===== config.mk =====
export PLATFORM = sky130hd
export DESIGN_NAME = mux_sel_arb4
export DESIGN_NICKNAME = d
export VERILOG_FILES = /design/src/rtl/mux_sel_arb4.sv
export SDC_FILE = /design/constraint.sdc
export NUM_CORES = 1
export LEC_CHECK = 0
export CORE_MARGIN = 4
export CORE_UTILIZATION = 41
export CTS_BUF_LIST = sky130_fd_sc_hd__clkbuf_4 sky130_fd_sc_hd__clkbuf_8 sky130_fd_sc_hd__clkbuf_16
export CTS_CLUSTER_SIZE = 40
export DETAILED_ROUTE_END_ITERATION = 8
export GPL_TIMING_DRIVEN = 0
export PLACE_DENSITY = 0.68
export SKIP_LAST_GASP = 1
export SLEW_MARGIN = 25
export SYNTH_ARGS = -nofsm -noshare
export SYNTH_HDL_FRONTEND = slang
export SYNTH_SLANG_ARGS = --single-unit

===== constraint.sdc =====
create_clock -name clk_i -period 1.45 [get_ports clk_i]
set_input_delay 0.29 -clock clk_i [delete_from_list [all_inputs] [get_ports clk_i]]
set_output_delay 0.29 -clock clk_i [all_outputs]
set_load 0.005 [all_outputs]

===== src/rtl/mux_sel_arb4.sv =====
// Round-robin 4-channel arbiter with burst limit, driving a downstream 4:1 mux select.
// All outputs are registered; hold_i freezes every flop.
module mux_sel_arb4 #(
  parameter int unsigned MaxBurst = 4
) (
  input  logic       clk_i,
  input  logic       rst_i,
  input  logic [3:0] req_i,
  input  logic       hold_i,
  output logic [1:0] sel_o,
  output logic [3:0] gnt_o,
  output logic       valid_o,
  output logic [3:0] burst_cnt_o
);

  typedef enum logic {
    IDLE  = 1'b0,
    GRANT = 1'b1
  } state_t;

  state_t     state_q, state_d;
  logic [1:0] last_q, last_d;
  logic [1:0] sel_q, sel_d;
  logic [3:0] gnt_q, gnt_d;
  logic       valid_q, valid_d;
  logic [3:0] cnt_q, cnt_d;

  // Scan from last+1 upward; offset 4 wraps back to last itself, so it has lowest priority.
  function automatic logic [1:0] pick_winner(input logic [3:0] req, input logic [1:0] last);
    logic [1:0] idx;
    logic [1:0] win;
    logic       found;
    win   = last;
    found = 1'b0;
    for (int i = 1; i <= 4; i++) begin
      idx = last + 2'(i);
      if (!found && req[idx]) begin
        win   = idx;
        found = 1'b1;
      end
    end
    return win;
  endfunction

  logic [1:0] winner;
  logic       keep_owner;

  always_comb begin
    state_d    = state_q;
    last_d     = last_q;
    sel_d      = sel_q;
    gnt_d      = gnt_q;
    valid_d    = valid_q;
    cnt_d      = cnt_q;
    winner     = pick_winner(req_i, last_q);
    keep_owner = (state_q == GRANT) && req_i[sel_q] && (cnt_q < 4'(MaxBurst));

    if (!hold_i) begin
      if (keep_owner) begin
        cnt_d = cnt_q + 4'd1;
      end else if (req_i != 4'b0000) begin
        // In GRANT, last_q equals the owner, so the same scan serves both states.
        state_d = GRANT;
        last_d  = winner;
        sel_d   = winner;
        gnt_d   = 4'b0001 << winner;
        valid_d = 1'b1;
        cnt_d   = 4'd1;
      end else begin
        state_d = IDLE;
        gnt_d   = 4'b0000;
        valid_d = 1'b0;
        cnt_d   = 4'd0;
      end
    end
  end

  always_ff @(posedge clk_i or posedge rst_i) begin
    if (rst_i) begin
      state_q <= IDLE;
      last_q  <= 2'd3;
      sel_q   <= 2'd0;
      gnt_q   <= 4'b0000;
      valid_q <= 1'b0;
      cnt_q   <= 4'd0;
    end else begin
      state_q <= state_d;
      last_q  <= last_d;
      sel_q   <= sel_d;
      gnt_q   <= gnt_d;
      valid_q <= valid_d;
      cnt_q   <= cnt_d;
    end
  end

  assign sel_o       = sel_q;
  assign gnt_o       = gnt_q;
  assign valid_o     = valid_q;
  assign burst_cnt_o = cnt_q;

endmodule

# --- Word level (Yosys, flattened, before mapping) ---
# Cells that the tools add are included.
op_classes:
  bitwise: 2
  n_div: 0
  n_eq_ne: 0
  multipliers: 0
  shift: 1
  add_sub_neg: 4
  order_cmp: 6
  n_reduce_logical: 11
  mux: 21
op_table:
  columns: ["operator", "count"]
  rows:
  - ["$lt 2x3->1 const B", 5]
  - ["$bmux 1 s2", 5]
  - ["$mux 1", 10]
  - ["$mux 2", 4]
  - ["$mux 4", 2]
  - ["$logic_and 1x1->1", 5]
  - ["$add 2x2->2 const B", 2]
  - ["$add 4x1->4 const B", 1]
  - ["$lt 4x3->1 const B", 1]
  - ["$reduce_bool 4->1", 1]
  - ["$shl 1x2->4 const A", 1]
  - ["$logic_not 1->1", 3]
  - ["$reduce_and 3->1", 1]
  - ["$add 2x1->2 const B", 1]
  - ["$not 1->1", 2]
  - ["$reduce_and 2->1", 1]
word_totals:
  in_bits: 7
  elab_cells: 50
  register_bits: 13
  romBits: 0
  memories: 0
  out_inout_bits: 11
  latch_bits: 0
  ram_bits: 0

# --- Logic depth before layout (Yosys ltp) ---
logic_depth:
  depth_word: 15
  depth_mapped: 5

# --- Least setup slack after synthesis ---
# No wires, ideal clock.
synth_timing:
  path_type: "register to register"
  start: "reg last_q[1]"
  end: "reg gnt_q[0] (netlist: gnt_o[0])"
  period_less_slack_ps: 1533
  stages_incl_launch_ff: 6
  arrival_ps: 1466
  path_slack_ps: -83
  setup_ps: 67
  path_cell_list: "dfstp_2 -> buf_2 -> nand2b_1 -> a21oi_1 -> a221oi_1 -> a32o_2"
synth_via:
  elab_chain_cells: 15
  elab_cells_between_ends: 26
synth_rtl:
  columns: ["element", "line", "text"]
  rows:
  - ["start, declared", "22", "logic [1:0] last_q, last_d;"]
  - ["start signal, assigned", "88", "last_q <= last_d;"]
  - ["$add 2x1->2", "36", "idx = last + 2'(i);"]
  - ["$bmux 1 s2", "37", "if (!found && req[idx]) begin"]
  - ["$mux 1 (implied by the code)", "37", null]
  - ["$mux 1", "37", null]
  - ["$logic_not 1->1", "37", null]
  - ["$logic_and 1x1->1", "37", null]
  - ["$mux 1", "37", null]
  - ["$logic_not 1->1", "37", null]
  - ["$logic_and 1x1->1", "37", null]
  - ["$mux 1", "37", null]
  - ["$logic_not 1->1", "37", null]
  - ["$logic_and 1x1->1", "37", null]
  - ["$mux 2 (*)", "37", null]
  - ["$shl 1x2->4 (*)", "66", "gnt_d = 4'b0001 << winner;"]
  - ["$mux 4 (*)", "61", "end else if (req_i != 4'b0000) begin"]
  - ["end signal, assigned", "90", "gnt_q <= gnt_d;"]
  - ["end, declared", "24", "logic [3:0] gnt_q, gnt_d;"]
# Mark *: on every way between the ends. The rest lies on a longest branch, timed or not. The select of a mux whose other input is x is not followed.
# A chain may end at the register's enable or synchronous reset.

# --- Worst setup path in the final report ---
layout_timing:
  start: "reg sel_q[0] (netlist: sel_o[0])"
  end: "reg sel_q[1] (netlist: sel_o[1])"
layout_via:
  elab_chain_cells: 6
layout_rtl:
  columns: ["element", "line", "text"]
  rows:
  - ["start, declared", "23", "logic [1:0] sel_q, sel_d;"]
  - ["start signal, assigned", "89", "sel_q <= sel_d;"]
  - ["$bmux 1 s2", "56", "keep_owner = (state_q == GRANT) && req_i[sel_q] && (cnt_q < 4'(MaxBurst));"]
  - ["$mux 1 (implied by the code)", "56", null]
  - ["$logic_and 1x1->1 (2 in a row)", "56", null]
  - ["$not 1->1 (no line)", null, null]
  - ["$reduce_and 3->1 (no line)", null, null]
# Every way passes these cells. The select of a mux whose other input is x is not followed.

==> flow_summary.json <==
{
  "syn_inst": 62,
  "max_clock_freq_mhz": 604,
  "cpPeakStageDelay_ns": 0.57,
  "grt_pass1_wl_um": 2840,
  "status": "finished with violations",
  "die_y_um": 48.3,
  "postLayoutCoreUtil_pct": 63.5,
  "wirelength_um": 1610,
  "async_reset_ff_share_pct": 100,
  "fin_setup_tns_ns": -1.90,
  "core_area_sq_um": 1520,
  "synth_area_sq_um": 667,
  "vias_per_cell": 5.60,
  "yosysMostFrequentCell": "dfrtp_1",
  "synth_fp_nets": 70,
  "synth_area_leader_cell": "dfrtp_1",
  "critical-path-top-delay-family": "multiplexers",
  "report.final.slew_viol_count": 0,
  "initial_core_util_pct": 43.8,
  "die_w_um": 48.3,
  "first_iter_violations": 24,
  "dieArea_sq_um": 2340,
  "yosysSeqAreaShare_pct": 49.2,
  "ys_warn_count": 0,
  "crit_slowest_cell": "mux4_2",
  "start_kind": "flop",
  "wl_per_cell_um": 15.2,
  "place.gp.congestion": 0.744,
  "p_total_uw": 1840,
  "grt_pass1_vias": 565,
  "rrSetupSlack_ns": -0.21,
  "crit_buf_inv": 0,
  "whs_ns": 0.325,
  "vias": 594,
  "clk_pin_slew_ns": 0.08,
  "crit_fanout": 3,
  "min_path_type": "input pin to asynchronous set/reset pin",
  "grt_usage_pct": 15.1,
  "post-place-ws_ns": -0.613,
  "fin_crit_ns": 1.66,
  "worstMarginPinSlew_ns": 0.503,
  "port_buffers": 17,
  "setup_viol": 12,
  "synth_cell_types": 29,
  "yosys-top-cells-count": "dfrtp_1 (11), a21oi_1 (6), nor2_1 (5)",
  "syn2layout_area_growth_pct": 45.2,
  "synth_area_per_cell_sq_um": 10.8,
  "first_pass_iters": 4,
  "ir_drop_uv": 1100,
  "max_slew_margin_pct": 66.4,
  "fp-row-count": 14,
  "io_pins": 18,
  "synth_edf_count": 0,
  "worstPathRequired_ns": 1.63,
  "tritoncts": "done",
  "final_layout_size_suffix_gt1_share_pct": 26.7,
  "synth.area.top_cells": "dfrtp_1 (41%), dfstp_2 (7.9%), a21oi_1 (4.5%), a32o_2 (3.4%), mux4_2 (3.4%)",
  "cts_root_buf": "clkbuf_4",
  "violations": "setup timing",
  "power_density_nw_per_um2": 1900,
  "ys.flop_type": "dfrtp_1",
  "cp-end-kind": "flop",
  "maxCapViolCount": 0,
  "hpwlAfterDp_um": 1140,
  "cts-htree-levels": 1,
  "diodes": 0,
  "drc_errors": 0,
  "synth_top_area_share_pct": 41.3,
  "min_period_over_period_pct": 114,
  "clock_latency_ns": 0.28,
  "grt_antenna_before_repair": 0,
  "drtAntennaViolNets": 0,
  "gr-total-overflow": 0,
  "hold_violations": 0,
  "p_leak_uw": 0.000500,
  "synth_seq_cells": 13,
  "crit_chain": "mux4_2 > a211oi_4 > nand3b_1 > o21a_1",
  "setup_ws_ns": -0.206,
  "numCtsBuffers": 3,
  "setup.worst_path.class": "flop to flop",
  "finalNetCount": 99,
  "cp_data_arrival_time_ns": 1.84,
  "cts_hold_buf": 0,
  "rsz0062_at_grt": "true",
  "clock_sinks": 13,
  "grt_max_degree": 14,
  "clk_path_buf_depth": 2,
  "skew_ns": 0.00540
}
## cell type report
cell class	instances	area (sq um)
Buffer	2	16.3
Clock buffer	4	30.0
Fill cell	126	556
Inverter	4	15.0
Multi-Input combinational cell	43	338
Sequential cell	13	328
Tap cell	16	20.0
Timing Repair Buffer	24	221
## repair_timing
action | in CTS | in global routing
pin swaps | 2 | 1
setup endpoints to repair | 19 | 17
gates resized for setup | 10 | 6
setup buffers | 4 | 3
## worst reg2reg max path, delay by kind of cell (launching register included)
family	cells	cell delay, ns
flip-flops	1	0.40
multiplexers	1	0.57
AND/OR/NAND/NOR	1	0.17
AO/OA/AOI/OAI	2	0.42
## cells by family (layout without fill, tap and decap cells)
kind of cell | Yosys count | count (layout) | synth area share (%)
compound gates | 22 | 22 | 24.2
mux | 2 | 2 | 5.07
buf+inv | 6 | 34 | 4.69
flops | 13 | 13 | 49.2
fa+ha+maj | 1 | 1 | 1.88
simple gates | 18 | 18 | 15.0
## path summary, 6_finish.rpt
check | start | end | cells after the start
worst max-delay path | sel_o[0] | sel_o[1] | 4
worst min-delay path | rst_i | valid_o | 2
worst max register to register | sel_o[0] | sel_o[1] | 4
worst min register to register | gnt_o[1] | gnt_o[1] | 1
max in group asynchronous | rst_i | last_q[0] | 2
min in group clk_i | gnt_o[1] | gnt_o[1] | 1
## sequential cells by signal, indices dropped and copies added, names as in the netlist
| signal | cells |
|---|---|
| burst_cnt_o | 4 |
| gnt_o | 4 |
| last_q | 2 |
| sel_o | 2 |
| valid_o | 1 |
## through the flow
stage          instances  cell area [sq um]
6_report             106                968
5_1_grt              106                968
4_1_cts              103                920
3_5_place_dp          95                863
3_3_place_gp          95                863
2_1_floorplan         62                673
## power by group
group	switching, uW	internal [uW]
logic	419	546
registers	101	528
clock network	120	126
total	640	1200
## placed cells by master, fill, tap and decap left out, drive strengths merged, types with 2 or more instances in the layout
cell type / count
inv: 4
dlymetal6s2s: 4
a22o: 2
nor2: 5
dfrtp: 11
nand2b: 4
buf: 9
a32o: 2
clkdlybuf4s50: 4
dlygate4sd2: 9
o21a: 2
clkbuf: 4
dfstp: 2
a21oi: 6
nand2: 2
nor2b: 3
o21ai: 3
## per-layer routing
layer  vias up  track usage (%)  share of wire [%]
li1        282                -                  -
met1       293             22.5                 47
met2        15             21.1                 46
met3         4             4.29                5.3
met4         0             4.15                1.4
met5         -                0                  0
Power figures use the tool's default switching activity.
